--- src/rtl/rv32_mem_pkg.sv ---
// Shared types and constants for the data-side memory bridge.
package rv32_mem_pkg;

    typedef enum logic [1:0] {
        IDLE = 2'd0,
        REQ  = 2'd1,
        WAIT = 2'd2,
        DONE = 2'd3
    } dmem_state_t;

    localparam logic [31:0] DMEM_ERR_DATA = 32'hDEAD_BEEF;
    localparam int          DMEM_CNT_W    = 8;

endpackage

--- src/rtl/dmem_timeout_ctr.sv ---
// Cycle counter bounding a bus transaction; flags the cycle in which the
// TIMEOUT-th busy cycle is being spent.
module dmem_timeout_ctr
    import rv32_mem_pkg::*;
#(
    parameter int TIMEOUT = 255
) (
    input  logic clk,
    input  logic rst_n,
    input  logic clear,
    input  logic enable,
    output logic expired
);

    localparam logic [DMEM_CNT_W:0] LP_LIMIT = (DMEM_CNT_W + 1)'(TIMEOUT);

    logic [DMEM_CNT_W-1:0] r_cnt;
    logic [DMEM_CNT_W:0]   w_next;

    // r_cnt holds the number of busy cycles already completed, so the
    // current cycle is number r_cnt+1; expiry fires when that reaches TIMEOUT.
    assign w_next  = {1'b0, r_cnt} + {{DMEM_CNT_W{1'b0}}, 1'b1};
    assign expired = enable && (w_next == LP_LIMIT);

    // Clear on entry to a new transaction, count busy cycles, never wrap.
    always_ff @(posedge clk or negedge rst_n) begin
        if (!rst_n) begin
            r_cnt <= '0;
        end else if (clear) begin
            r_cnt <= '0;
        end else if (enable && (r_cnt != '1)) begin
            r_cnt <= w_next[DMEM_CNT_W-1:0];
        end
    end

endmodule

--- src/rtl/rv32_dmem_bridge.sv ---
// Bridges the core's single-cycle data port onto a request/grant/response
// bus, stalling the core while a transaction is outstanding.
module rv32_dmem_bridge
    import rv32_mem_pkg::*;
#(
    parameter int          TIMEOUT  = 255,
    parameter logic [31:0] ERR_DATA = DMEM_ERR_DATA
) (
    input  logic        clk,
    input  logic        rst_n,
    input  logic        data_enable,
    input  logic        data_read,
    input  logic [31:0] data_addr,
    input  logic [31:0] data_store,
    output logic [31:0] data_fetch,
    output logic        stall,
    output logic        mem_req,
    output logic        mem_we,
    output logic [31:0] mem_addr,
    output logic [31:0] mem_wdata,
    input  logic        mem_gnt,
    input  logic        mem_rvalid,
    input  logic [31:0] mem_rdata,
    output logic        bus_err,
    output logic [7:0]  err_count
);

    dmem_state_t r_state;
    logic        r_read;
    logic [31:0] r_addr;
    logic [31:0] r_wdata;
    logic        r_mem_req;
    logic        r_mem_we;
    logic [31:0] r_data_fetch;
    logic        r_bus_err;
    logic [7:0]  r_err_count;

    logic w_accept;
    logic w_busy;
    logic w_expired;
    logic w_done_req;
    logic w_done_wait;
    logic w_complete;
    logic w_timeout;

    assign w_accept = (r_state == IDLE) && data_enable;
    assign w_busy   = (r_state == REQ) || (r_state == WAIT);

    // A store completes on grant; a load completes on grant only when the
    // response arrives in the same cycle, otherwise later in WAIT.
    assign w_done_req  = (r_state == REQ) && mem_gnt && (!r_read || mem_rvalid);
    assign w_done_wait = (r_state == WAIT) && mem_rvalid;
    assign w_complete  = w_done_req || w_done_wait;

    // Completion beats expiry in the same cycle. A load grant alone does not
    // count as completion, so the transaction stays bounded.
    assign w_timeout = w_expired && !w_complete;

    dmem_timeout_ctr #(
        .TIMEOUT (TIMEOUT)
    ) u_timeout (
        .clk     (clk),
        .rst_n   (rst_n),
        .clear   (w_accept),
        .enable  (w_busy),
        .expired (w_expired)
    );

    // Request FSM with registered bus outputs, load data and error tracking.
    always_ff @(posedge clk or negedge rst_n) begin
        if (!rst_n) begin
            r_state      <= IDLE;
            r_read       <= 1'b0;
            r_addr       <= '0;
            r_wdata      <= '0;
            r_mem_req    <= 1'b0;
            r_mem_we     <= 1'b0;
            r_data_fetch <= '0;
            r_bus_err    <= 1'b0;
            r_err_count  <= '0;
        end else begin
            r_bus_err <= 1'b0;
            case (r_state)
                IDLE: begin
                    if (data_enable) begin
                        r_read    <= data_read;
                        r_addr    <= data_addr & 32'hFFFF_FFFC;
                        r_wdata   <= data_store;
                        r_mem_we  <= ~data_read;
                        r_mem_req <= 1'b1;
                        r_state   <= REQ;
                    end
                end
                REQ: begin
                    if (w_done_req) begin
                        r_mem_req <= 1'b0;
                        if (r_read) begin
                            r_data_fetch <= mem_rdata;
                        end
                        r_state <= DONE;
                    end else if (w_timeout) begin
                        r_mem_req <= 1'b0;
                        if (r_read) begin
                            r_data_fetch <= ERR_DATA;
                        end
                        r_bus_err <= 1'b1;
                        if (r_err_count != 8'hFF) begin
                            r_err_count <= r_err_count + 8'd1;
                        end
                        r_state <= DONE;
                    end else if (mem_gnt) begin
                        r_mem_req <= 1'b0;
                        r_state   <= WAIT;
                    end
                end
                WAIT: begin
                    if (w_done_wait) begin
                        r_data_fetch <= mem_rdata;
                        r_state      <= DONE;
                    end else if (w_timeout) begin
                        r_data_fetch <= ERR_DATA;
                        r_bus_err    <= 1'b1;
                        if (r_err_count != 8'hFF) begin
                            r_err_count <= r_err_count + 8'd1;
                        end
                        r_state <= DONE;
                    end
                end
                DONE: begin
                    // The core still holds the finished request here; ignore it.
                    r_state <= IDLE;
                end
                default: begin
                    r_state <= IDLE;
                end
            endcase
        end
    end

    // Stall is combinational so the core freezes in the accepting cycle.
    assign stall = w_busy || (rst_n && (r_state == IDLE) && data_enable);

    assign mem_req    = r_mem_req;
    assign mem_we     = r_mem_we;
    assign mem_addr   = r_addr;
    assign mem_wdata  = r_wdata;
    assign data_fetch = r_data_fetch;
    assign bus_err    = r_bus_err;
    assign err_count  = r_err_count;

endmodule

--- config.mk ---
export PLATFORM = sky130hd
export DESIGN_NAME = rv32_dmem_bridge
export DESIGN_NICKNAME = d
export VERILOG_FILES = /design/src/rtl/rv32_mem_pkg.sv /design/src/rtl/dmem_timeout_ctr.sv /design/src/rtl/rv32_dmem_bridge.sv
export SDC_FILE = /design/constraint.sdc
export NUM_CORES = 1
export LEC_CHECK = 0
export ABC_AREA = 1
export CAP_MARGIN = 0
export CORE_UTILIZATION = 47
export CTS_CLUSTER_SIZE = 28
export DETAILED_ROUTE_END_ITERATION = 7
export PLACE_DENSITY = 0.83
export REMOVE_ABC_BUFFERS = 1
export SLEW_MARGIN = 10
export SYNTH_ARGS = -nofsm -noshare
export SYNTH_HDL_FRONTEND = slang
export SYNTH_HIERARCHICAL = 1
export SYNTH_SLANG_ARGS = --single-unit
--- constraint.sdc ---
create_clock -name clk -period 3.6 [get_ports clk]
set_clock_uncertainty 0.2 [all_clocks]
set_input_delay 0.9 -clock clk [delete_from_list [all_inputs] [get_ports clk]]
set_output_delay 0.9 -clock clk [all_outputs]
set_load 0.02 [all_outputs]
==> impl_metrics.csv, run 1 <==
group,metric,value,unit
run_status,status,"finished, final reports clean",
setup_path,cp_cell_sequence,"clkdlybuf4s50_1 > nand2_2 > inv_2 > nand2_1 > nand2_1 > clkdlybuf4s50_1",
global_route,grt_pass1_wl,22400,um
drt,dr.first_iter.drc_count,336,
timing,maxSlewViolCount,0,
setup_path,cp_max_fo,2,
floorplanning,die_height,108,um
floorplanning,die_area,11700,sq um
yosys,yosys_warnings,6,
placed_design,place_congestion,0.853,
cts,cts_tree,"yes",
power,combPwrFrac,48.2,%
run,cap_violations,0,
yosys,postSynthAreaPerCell,8.31,sq um
drt,met1_length,6000,um
drt,routed_wl,14200,um
floorplanning,start_util,48.4,%
power,p_switching,0.00299,W
timing,worst_hold_slack,267,ps
global_route,gr-total-overflow,0,
power,peakVddDrop,525,uV
cts,cts-htree-levels,4,
placed_design,place_inst,959,
floorplanning,io_pins,210,
global_route,antenna_found_initial,0,
layout,post-route-util,73.7,%
yosys,synth-edff-count,0,
layout,fillers,796,
floorplanning,fp.dieW,108,um
cts,cts-resized-gates,0,
power,power_frac_clock,22.6,%
hold_path,hp-class,"register to register",
setup_path,start_kind,"primary input",
power,switching_share,39.9,%
placed_design,io_buffers,205,
hold_path,min_path_cells,2,
setup_path,cpMaxStageDelayCell,"clkdlybuf4s50_1",
cts,cts.hold.buffers_added,0,
timing,fin_crit,3360,ps
power,powerDensity,934,nW/um^2
yosys,ys_top_cells_by_area,"dfrtp_1, nand2_1, nand3_1, inv_1, or2_1",
setup_path,worstReg2RegStart,"u_timeout/r_cnt[1]$_DFFE_PN0P_",
global_route,track_usage,25.0,%
hold_path,min_from,"data_fetch[19]$_DFFE_PN0P_",
layout,n_antenna_cell,0,
setup_path,cp.arrival,2260,ps
hold_path,hold_end,"data_fetch[19]$_DFFE_PN0P_",
layout,multi_input_area,2110,sq um
drt,dr_wl_met3,1170,um
timing,setup_slack,243,ps
cts,root_buffer,"clkbuf_8",
timing,rsz0062_at_grt,"no",
yosys,synth-seq-cells,116,
cts,clk_latency,510,ps
drt,ant_nets,0,
yosys,synthArstFlopShare,100,%
global_route,grt_max_degree,68,
timing,finalHoldViolations,0,
layout,fin_cells,991,
setup_path,critPathMaxStageDelay,600,ps
yosys,postSynthCellCount,635,
yosys,synthTopCellsByCount,"nand2_1, dfrtp_1, nand3_1",
yosys,synth_top_area_cell,"dfrtp_1",
placed_design,post-place-ws,236,ps
timing,slew-limit-headroom,47.2,%
floorplanning,core,10900,sq um
power,p_seq_share,29.2,%
setup_path,r2r_end,"data_fetch[21]$_DFFE_PN0P_",
setup_path,worstSetupEndpointType,"output port",
setup_path,reg2regPathDepth,14,
timing,max_freq,0.298,GHz
drt,highest_layer,"met4",
yosys,ys_types,33,
setup_path,path_class,"primary input to output port",
drt,drc_errors,0,
layout,drive_above_1_share,8.70,%
timing,tightest_slew,792,ps
cts,clock-sinks,116,
timing,fin_crit_sh,93.2,%
drt,wl_per_cell,14.3,um
cts,cts_setup_buffers,0,
yosys,synth_most_common_cell,"nand2_1",
cts,cts_buffer_depth,2,
global_route,grt_pass1_vias,4658,
layout,area_growth,52.0,%
setup_path,required,2500,ps
power,p_int,0.00450,W
drt,firstDrtPassIters,7,
yosys,synthFlopType,"dfrtp_1",
yosys,synth_top_area_share,55.0,%
drt,vias_per_cell,4.89,
yosys,syn_area,5280,sq um
yosys,ys_seq_area_share,55.0,%
cts,cts_buffers,17,
layout,ff_latch_area,2900,sq um
timing,setup_violations,0,
layout,nNetsFinal,946,
placed_design,dp_hpwl,9700,um
placed_design,placed_area,7410,sq um
cts,clkTransAtPathRegs,50,ps
drt,vias,4844,
layout,final_area,8020,sq um
drt,met2_wirelength,6920,um
floorplanning,placement_rows,38,
setup_path,r2r_setup_slack,480,ps
power,p_leak,3.89,nW
worst max-delay path by stage:
stage / startpoint / slack [ps] / depth (start not counted) / to
6_report: data_enable / 240 / 6 / stall
5_1_grt: r_state[0]$_DFFE_PN0P_ / 170 / 5 / stall
4_1_cts: u_timeout/r_cnt[1]$_DFFE_PN0P_ / 200 / 14 / data_fetch[9]$_DFFE_PN0P_
3_5_place_dp: mem_rvalid / 240 / 7 / data_fetch[21]$_DFFE_PN0P_
3_3_place_gp: data_enable / 280 / 6 / stall
2_1_floorplan: data_enable / -810 / 4 / stall
metal layers:
metal	up-vias	GRT usage (%)
li1	2365	-
met1	2276	30.6
met2	193	41.5
met3	10	8.38
met4	0	8.22
met5	-	0
state kept, by name, indices dropped and copies added (netlist names), 2 cells and up:
| signal | flops |
|---|---|
| mem_addr | 30 |
| mem_wdata | 32 |
| err_count | 8 |
| data_fetch | 32 |
| u_timeout/r_cnt | 8 |
| r_state | 2 |
power by group through the flow:
| stage | clock [W] | combinational, W | sequential [W] |
|---|---|---|---|
| 3_5_place_dp | 0 | 0.00363 | 0.00219 |
| 5_1_grt | 0.00179 | 0.00397 | 0.00225 |
| 4_1_cts | 0.00173 | 0.00365 | 0.00218 |
| 3_3_place_gp | 0 | 0.00351 | 0.00216 |
| 6_report | 0.00170 | 0.00361 | 0.00219 |
| 2_1_floorplan | 0 | 0.00140 | 0.00278 |
per-stage QoR:
step           total power, W  setup TNS, ps
3_5_place_dp          0.00581              0
2_1_floorplan         0.00417          -2230
3_3_place_gp          0.00567              0
6_report              0.00749              0
5_1_grt               0.00800              0
4_1_cts               0.00756              0
cell usage in the layout (no fill, tap or decap), types with 3 or more instances in the layout:
cell type,n
buf_4,7
bufinv_16,3
clkbuf_16,16
clkbuf_8,5
clkdlybuf4s50_1,204
clkinv_2,4
dfrtp_1,116
ha_1,6
inv_1,30
inv_2,5
nand2_1,304
nand2_2,9
nand2_4,4
nand3_1,44
nand4_1,4
nor2_1,21
o21ai_0,9
o21ai_2,6
or2_0,4
or2_1,18
or2_2,3
xnor2_1,4
worst max-delay path, delay by kind of cell:
kind	cells	cell delay [ps]
buf+inv	3	1170
simple gates	3	190
layout make-up:
cell class	count	share of cell area (%)
well taps	140	2.18
inverters	35	1.64
repair buffers	211	26.1
clock buffers	23	5.94
flip-flops and latches	116	36.2
clock inverters	9	1.56
multi-input cells	457	26.4
cell families (layout without fill, tap and decap cells):
family,after synthesis,in the layout,synth area share [%]
adder cells (fa/ha/maj),6,6,1.42
AO/OA/AOI/OAI,21,21,2.94
XOR/XNOR,6,6,0.996
flip-flops,116,116,55.0
AND/OR/NAND/NOR,422,422,34.4
buffers and inverters,63,278,5.17
other,1,2,0.0711
(Power assumes the default switching activity.)
==> run 2: changes to the inputs <==
--- a/config.mk
+++ b/config.mk
@@ -12,2 +12,3 @@
 export DETAILED_ROUTE_END_ITERATION = 7
+export HOLD_SLACK_MARGIN = 0.1
 export PLACE_DENSITY = 0.83
--- a/constraint.sdc
+++ b/constraint.sdc
@@ -4,2 +4,2 @@
 set_output_delay 0.9 -clock clk [all_outputs]
-set_load 0.02 [all_outputs]
+set_load 0.05 [all_outputs]
==> impl_metrics.csv, run 2 (same netlist as run 1, synthesis figures left out) <==
group,metric,value,unit
hold_path,min_from,"data_fetch[13]$_DFFE_PN0P_",
cts,cts_buffers,17,
placed_design,place_congestion,0.884,
setup_path,cp_common_cell,"nand2_1",
layout,multi_input_area,2110,sq um
layout,ff_latch_area,2900,sq um
layout,n_antenna_cell,0,
setup_path,cp.arrival,3210,ps
floorplanning,fp.dieW,108,um
power,p_leak,3.89,nW
drt,drc_errors,0,
cts,cts_tree,"yes",
drt,vias_per_cell,4.87,
global_route,grt_pass1_wl,22200,um
cts,clkTransAtPathRegs,60,ps
timing,setup_slack,574,ps
hold_path,hp-class,"register to register",
global_route,grt_max_degree,70,
drt,dr.first_iter.drc_count,319,
setup_path,start_kind,"register",
setup_path,worstReg2RegStart,"u_timeout/r_cnt[1]$_DFFE_PN0P_",
layout,fillers,813,
cts,cts_setup_buffers,0,
timing,rsz0062_at_grt,"no",
drt,wl_per_cell,14.0,um
cts,clock-sinks,116,
drt,routed_wl,13800,um
setup_path,cpMaxStageDelayCell,"dfrtp_1",
setup_path,required,3780,ps
layout,layout_common_cells,"nand2_1, clkdlybuf4s50_1, dfrtp_1",
global_route,antenna_found_initial,0,
run,cap_violations,0,
placed_design,post-place-ws,292,ps
timing,maxSlewViolCount,0,
floorplanning,die_height,108,um
setup_path,critPathMaxStageDelay,420,ps
setup_path,crit_path_start,"u_timeout/r_cnt[1]$_DFFE_PN0P_",
global_route,track_usage,24.7,%
cts,cts_buffer_depth,2,
cts,root_buffer,"clkbuf_8",
global_route,gr-total-overflow,0,
floorplanning,start_util,48.4,%
timing,max_freq,0.330,GHz
floorplanning,placement_rows,38,
setup_path,cp_cell_sequence,"ha_1 > nand3_1 > nand2_1 > nand2_1 > nand2_1 > nor2_1 > nand2_1 > nor2_1 > inv_1 > a21oi_1 > nand2_4 > nand2_1 > nand4_4 > nand2_1 > nand2_1",
timing,tightest_slew,872,ps
setup_path,worstSetupEndpointType,"register",
layout,final_common_cell,"nand2_1",
floorplanning,die_area,11700,sq um
layout,nNetsFinal,946,
timing,fin_crit_sh,84.0,%
placed_design,dp_hpwl,9840,um
power,peakVddDrop,561,uV
floorplanning,io_pins,210,
setup_path,cp_max_fo,32,
setup_path,critPathTopFamily,"simple AND/OR/NAND/NOR gates",
drt,ant_nets,0,
timing,finalHoldViolations,0,
drt,firstDrtPassIters,5,
floorplanning,core,10900,sq um
placed_design,io_buffers,205,
cts,cts-htree-levels,4,
timing,slew-limit-headroom,41.9,%
run_status,status,"finished, final reports clean",
power,power,0.00856,W
timing,fin_setup_tns,0,ps
global_route,grt_pass1_vias,4606,
timing,fin_crit,3030,ps
setup_path,path_buf_inv,1,
power,powerDensity,1070,nW/um^2
timing,worst_hold_slack,271,ps
cts,clk_latency,510,ps
layout,area_growth,51.5,%
timing,setup_violations,0,
drt,vias,4821,
setup_path,path_class,"register to register",
layout,drive_above_1_share,8.82,%
run 2: repair_timing:
action                     in CTS  in global routing
resized for setup               0                  1
setup endpoints to repair       0                  2
hold buffers                    0                  0
run 2: metrics by stage:
step                instance area, sq um  util [%]  std cells
detailed placement                  7420      68.1        959
finish                              7990      73.4        990
global placement                    7420      68.1        959
global route                        7990      73.4        990
CTS                                 7990      73.3        990
floorplan                           5140         -        608
run 2: cell type report:
type	count	area share [%]
clock buffer	21	5.74
clock inverter	10	1.33
inverter	35	1.64
multi-input combinational	457	26.5
sequential	116	36.3
tap	140	2.19
timing repair buffer	211	26.3
run 2: metal layers:
layer  part of all wire (%)  vias up  GRT usage [%]
met5                      0        -              0
met4                    1.7        0           9.10
met3                    9.2       24           8.92
met2                     49      205           41.1
met1                     40     2236           29.2
li1                       -     2356              -
run 2: power by group:
part           internal, W  leakage [nW]  switching (W)
Combinational      0.00153          2.16        0.00328
Sequential         0.00187          1.45       0.000318
Clock              0.00103         0.283       0.000547
run 2: worst reg2reg max path: cells and delay by family, from the launching register on:
family	cells	cell delay [ps]
buffers and inverters	1	60
flip-flops	1	420
adder cells (fa/ha/maj)	1	250
AND/OR/NAND/NOR	12	1670
AO/OA/AOI/OAI	1	280
run 2: worst paths after layout:
check	to	slack, ps	depth (start not counted)
setup / recovery	data_fetch[20]$_DFFE_PN0P_	570	15
hold / removal	data_fetch[13]$_DFFE_PN0P_	270	2
setup reg to reg	data_fetch[20]$_DFFE_PN0P_	570	15
hold reg to reg	data_fetch[13]$_DFFE_PN0P_	270	2
max in group asynchronous	mem_wdata[27]$_DFFE_PN0P_	1590	3
min in group asynchronous	data_fetch[10]$_DFFE_PN0P_	290	2
==> edit 1, RTL diff (config.mk and constraints of run 2) <==
`DMEM_CNT_W`: 8 -> 9.
--- a/src/rtl/rv32_mem_pkg.sv
+++ b/src/rtl/rv32_mem_pkg.sv
@@ -10,5 +10,5 @@
 
     localparam logic [31:0] DMEM_ERR_DATA = 32'hDEAD_BEEF;
-    localparam int          DMEM_CNT_W    = 8;
+    localparam int          DMEM_CNT_W    = 9;
 
 endpackage
Behaviour: no difference found for any inputs over 4 cycles, from zero or initial values and one cycle with rst_n low; that may be too few to reach the edited logic, so the function may still have changed.
==> edit 1 against run 2 <==
- highest routed layer unchanged
- largest cell class unchanged
- wire length rose by 3.5%
- power fell by 0.50%
- worst setup slack got worse by 0.28 ns
- final area fell by 0.67%
- synthesized area fell by 0.74%
- sequential cell count rose by 1
==> edit 1: results (changes against run 2) <==
- First-pass GRT wire length: 22300 um (+0.34%)
- Layout cells sized above 1: 7.51% (-1.3 points)
- Register Area: 2930 sq um (+0.86%)
- Non-clock buffer share: 26.5% (+0.18 points)
- Sequential cell area fraction in the yosys report: 55.9% (+0.89 points)
- Met3 Use GR: 8.41% (-0.51 points)
- Top cells by count, synth: 305 x nand2_1, 117 x dfrtp_1, 48 x nand3_1
- GR Layer Usage met2: 42.4% (+1.3 points)
- Slew headroom: 28.3% (-14 points)
- Max VDD drop: 0.000664 V (+18%)
- Seq cells: 117 (+0.86%)
- XOR/XNOR Fraction of Synth Area: 0.836% (-0.16 points)
- Nets: 948 (+0.21%)
- Clock buffer count: 20 (-4.8%)
- Vias in the first global route: 4617 (+0.24%)
- Largest net degree at the start of global routing: 68 (-2.9%)
- Final-layout fill cell count: 752 (-7.5%)
- Placed insts: 960 (+0.10%)
- Multi-input logic cell count: 454 (-0.66%)
- Sw Share: 49.0% (+0.65 points)
- Placed cell areas: 7380 sq um (-0.52%)
- Top post-synthesis cells by area: dfrtp_1 56%, nand2_1 22%, nand3_1 4.6%
- Wire per inst: 14.4 um (+3.3%)
- Status: completed
- GRT Total Usage: 25.3% (+0.64 points)
- Synth Area in Adders: 1.67% (+0.25 points)
- Dpl hpwl: 9440 um (-4.1%)
## edit 1: cell families (layout without fill, tap and decap cells)
kind of cell | Yosys count | count (layout)
flops | 117 | 117
fa+ha+maj | 7 | 7
other cells | 1 | 2
simple gates | 416 | 416
compound gates | 24 | 24
buf+inv | 66 | 281
xor+xnor | 5 | 5
## edit 1: final timing paths
check	slack [ns]	to	depth (start not counted)	from
worst max-delay path	0.30	data_fetch[0]$_DFFE_PN0P_	22	u_timeout/r_cnt[1]$_DFFE_PN0P_
worst min-delay path	0.27	data_fetch[30]$_DFFE_PN0P_	2	data_fetch[30]$_DFFE_PN0P_
worst max register to register	0.30	data_fetch[0]$_DFFE_PN0P_	22	u_timeout/r_cnt[1]$_DFFE_PN0P_
worst min register to register	0.27	data_fetch[30]$_DFFE_PN0P_	2	data_fetch[30]$_DFFE_PN0P_
max in group asynchronous	1.61	mem_addr[28]$_DFFE_PN0P_	3	rst_n
min in group asynchronous	0.31	r_read$_DFFE_PN0P_	2	rst_n
==> edit 2, RTL diff (flow settings as in run 2) <==
Made on the original files. Register the output `err_count` once more, without a reset; this adds one clock of latency there. The other outputs are not delayed to match.
--- a/src/rtl/rv32_dmem_bridge.sv
+++ b/src/rtl/rv32_dmem_bridge.sv
@@ -147,5 +147,7 @@
     assign data_fetch = r_data_fetch;
     assign bus_err    = r_bus_err;
-    assign err_count  = r_err_count;
+    always_ff @(posedge clk) begin
+        err_count <= r_err_count;
+    end
 
 endmodule
Formal check against the unedited RTL: same outputs for any inputs over 4 cycles, from zero or initial values and one cycle with rst_n low; that may be too few to reach the edited logic, so the function may still have changed.
==> edit 2 against run 2 <==
- clock power is 14% higher
- wire length increased by 5.1%
- utilization fell by 1.3 points
- first-iteration DRC count up 4.1%
- final area is 2.6% higher
- largest cell class unchanged
- synthesized area grew 3.7%
- power up 3.7%
- cell count grew 1.0%
- sequential cell count grew 8
- worst setup slack got worse by 0.12 ns
- non-clock buffer count decreased by 1
- largest power group unchanged
- highest routed layer unchanged
- critical path depth fell by 2
- worst hold slack got worse by 0.042 ns
==> edit 2: results (changes against run 2) <==
- Via/cell ratio: 4.89 (+0.46%)
- Tcrit/Tclk final: 87.3% (+3.3 points)
- Top cells by count, synth: 303 x nand2_1, 116 x dfrtp_1, 43 x nand3_1
- Max VDD drop: 0.000694 V (+24%)
- Reg2Reg Capture Point: data_fetch[5]$_DFFE_PN0P_
- Final hold slack: 0.230 ns (-0.0417 ns)
- Hold EP: err_count[5]$_DFF_P_
- CTS Root Cell: clkbuf_16
- Drt first pass iters: 6 (+1)
- Complex-gate fraction of the synthesized area: 2.65% (-0.29 points)
- P_leak: 3.96 nW (+1.9%)
- Clock Latency Late Sink: 0.41 ns (-0.10 ns)
- Sequential cell area fraction in the yosys report: 56.0% (+0.95 points)
- Post-synth ARST share: 93.5% (-6.5 points)
- CTS buffer count: 17 (unchanged)
- Largest net degree at the start of global routing: 68 (-2.9%)
- Worst-margin pin slew: 1.02 ns (+0.147 ns)
- DR iter-0 viols: 332 (+4.1%)
- Synth Area in Adders: 1.37% (-0.051 points)
- GRT Total Usage: 24.0% (-0.69 points)
- Status: completed
- Fin cells: 1000 (+1.0%)
- Nets: 952 (+0.63%)
- Top post-synthesis cells by area: dfrtp_1 53%, nand2_1 21%, nand3_1 3.9%
- Gpl congestion: 0.873 (-1.2%)
- Setup Slack @ Placement: 0.354 ns (+0.0624 ns)
- Vias in the first global route: 4655 (+1.1%)
- Placed cell areas: 7580 sq um (+2.2%)
- Placed insts: 968 (+0.94%)
- Reg2reg setup slack: 0.46 ns (-0.12 ns)
- Worst r2r path cells: 13 (-2)
- First-pass GRT wire length: 22000 um (-0.65%)
- Hold path depth: 0 (-2)
- Final-layout fill cell count: 812 (-0.12%)
- Synth cell types: 37 (+12%)
- Dpl hpwl: 9800 um (-0.46%)
- Buffers on Ports: 205 (unchanged)
- Register Area: 3060 sq um (+5.5%)
- Wire per inst: 14.5 um (+4.0%)
- Reg2reg start: r_state[0]$_DFFE_PN0P_
- Syn_area_per_cell: 8.52 sq um (+2.6%)
==> edit 2: routing by layer <==
metal | vias up | share of wire [%] | GRT usage (%)
li1 | 2384 | - | -
met1 | 2290 | 40 | 27.3
met2 | 189 | 49 | 40.7
met3 | 29 | 8.9 | 9.54
met4 | 0 | 2.1 | 8.38
met5 | - | 0 | 0
==> edit 2: worst max-delay path: stages (launching register included) <==
cell and delay, ns:
dfrtp_1 0.39, inv_1 0.09, ha_1 0.45, nand2_4 0.12, nor2_1 0.12, nand2_1 0.06, nor2_1 0.12, inv_1 0.06
a21oi_2 0.18, nand2_4 0.09, nand2_2 0.08, nand4_2 0.67, nand2_1 0.26, nand2_1 0.09
==> edit 2: power by group through the flow <==
| stage | registers, mW | logic (mW) | clock network, mW |
|---|---|---|---|
| 6_report | 2.27 | 4.82 | 1.79 |
| 5_1_grt | 2.33 | 5.16 | 1.89 |
| 4_1_cts | 2.27 | 4.85 | 1.82 |
| 3_5_place_dp | 2.28 | 4.82 | 0 |
| 3_3_place_gp | 2.25 | 4.70 | 0 |
| 2_1_floorplan | 3.98 | 1.44 | 0 |
==> edit 2: layout make-up <==
| class | count | area share (%) |
|---|---|---|
| flip-flops and latches | 124 | 37.3 |
| multi-input cells | 456 | 25.7 |
| repair buffers | 210 | 25.6 |
| clock buffers | 18 | 5.23 |
| clock inverters | 14 | 2.35 |
| well taps | 143 | 2.18 |
| inverters | 35 | 1.60 |
==> edit 2: logic make-up after synthesis <==
kind of cell               count (synthesis)
other                                      1
AOI/OAI and AO/OA                         20
buffers and inverters                     63
DFF                                      124
and+or+nand+nor                          422
adders and majority gates                  6
xor gates and xnor gates                   6
==> edit 2: how the worst max path moves through the flow <==
stage,start,endpoint
after CTS,u_timeout/r_cnt[0]$_DFFE_PN0P_,data_fetch[5]$_DFFE_PN0P_
after detailed placement,mem_rvalid,data_fetch[1]$_DFFE_PN0P_
after global routing,r_state[0]$_DFFE_PN0P_,data_fetch[23]$_DFFE_PN0P_
final,r_state[0]$_DFFE_PN0P_,data_fetch[5]$_DFFE_PN0P_
after global placement,mem_rvalid,data_fetch[7]$_DFFE_PN0P_
after floorplan,data_enable,stall
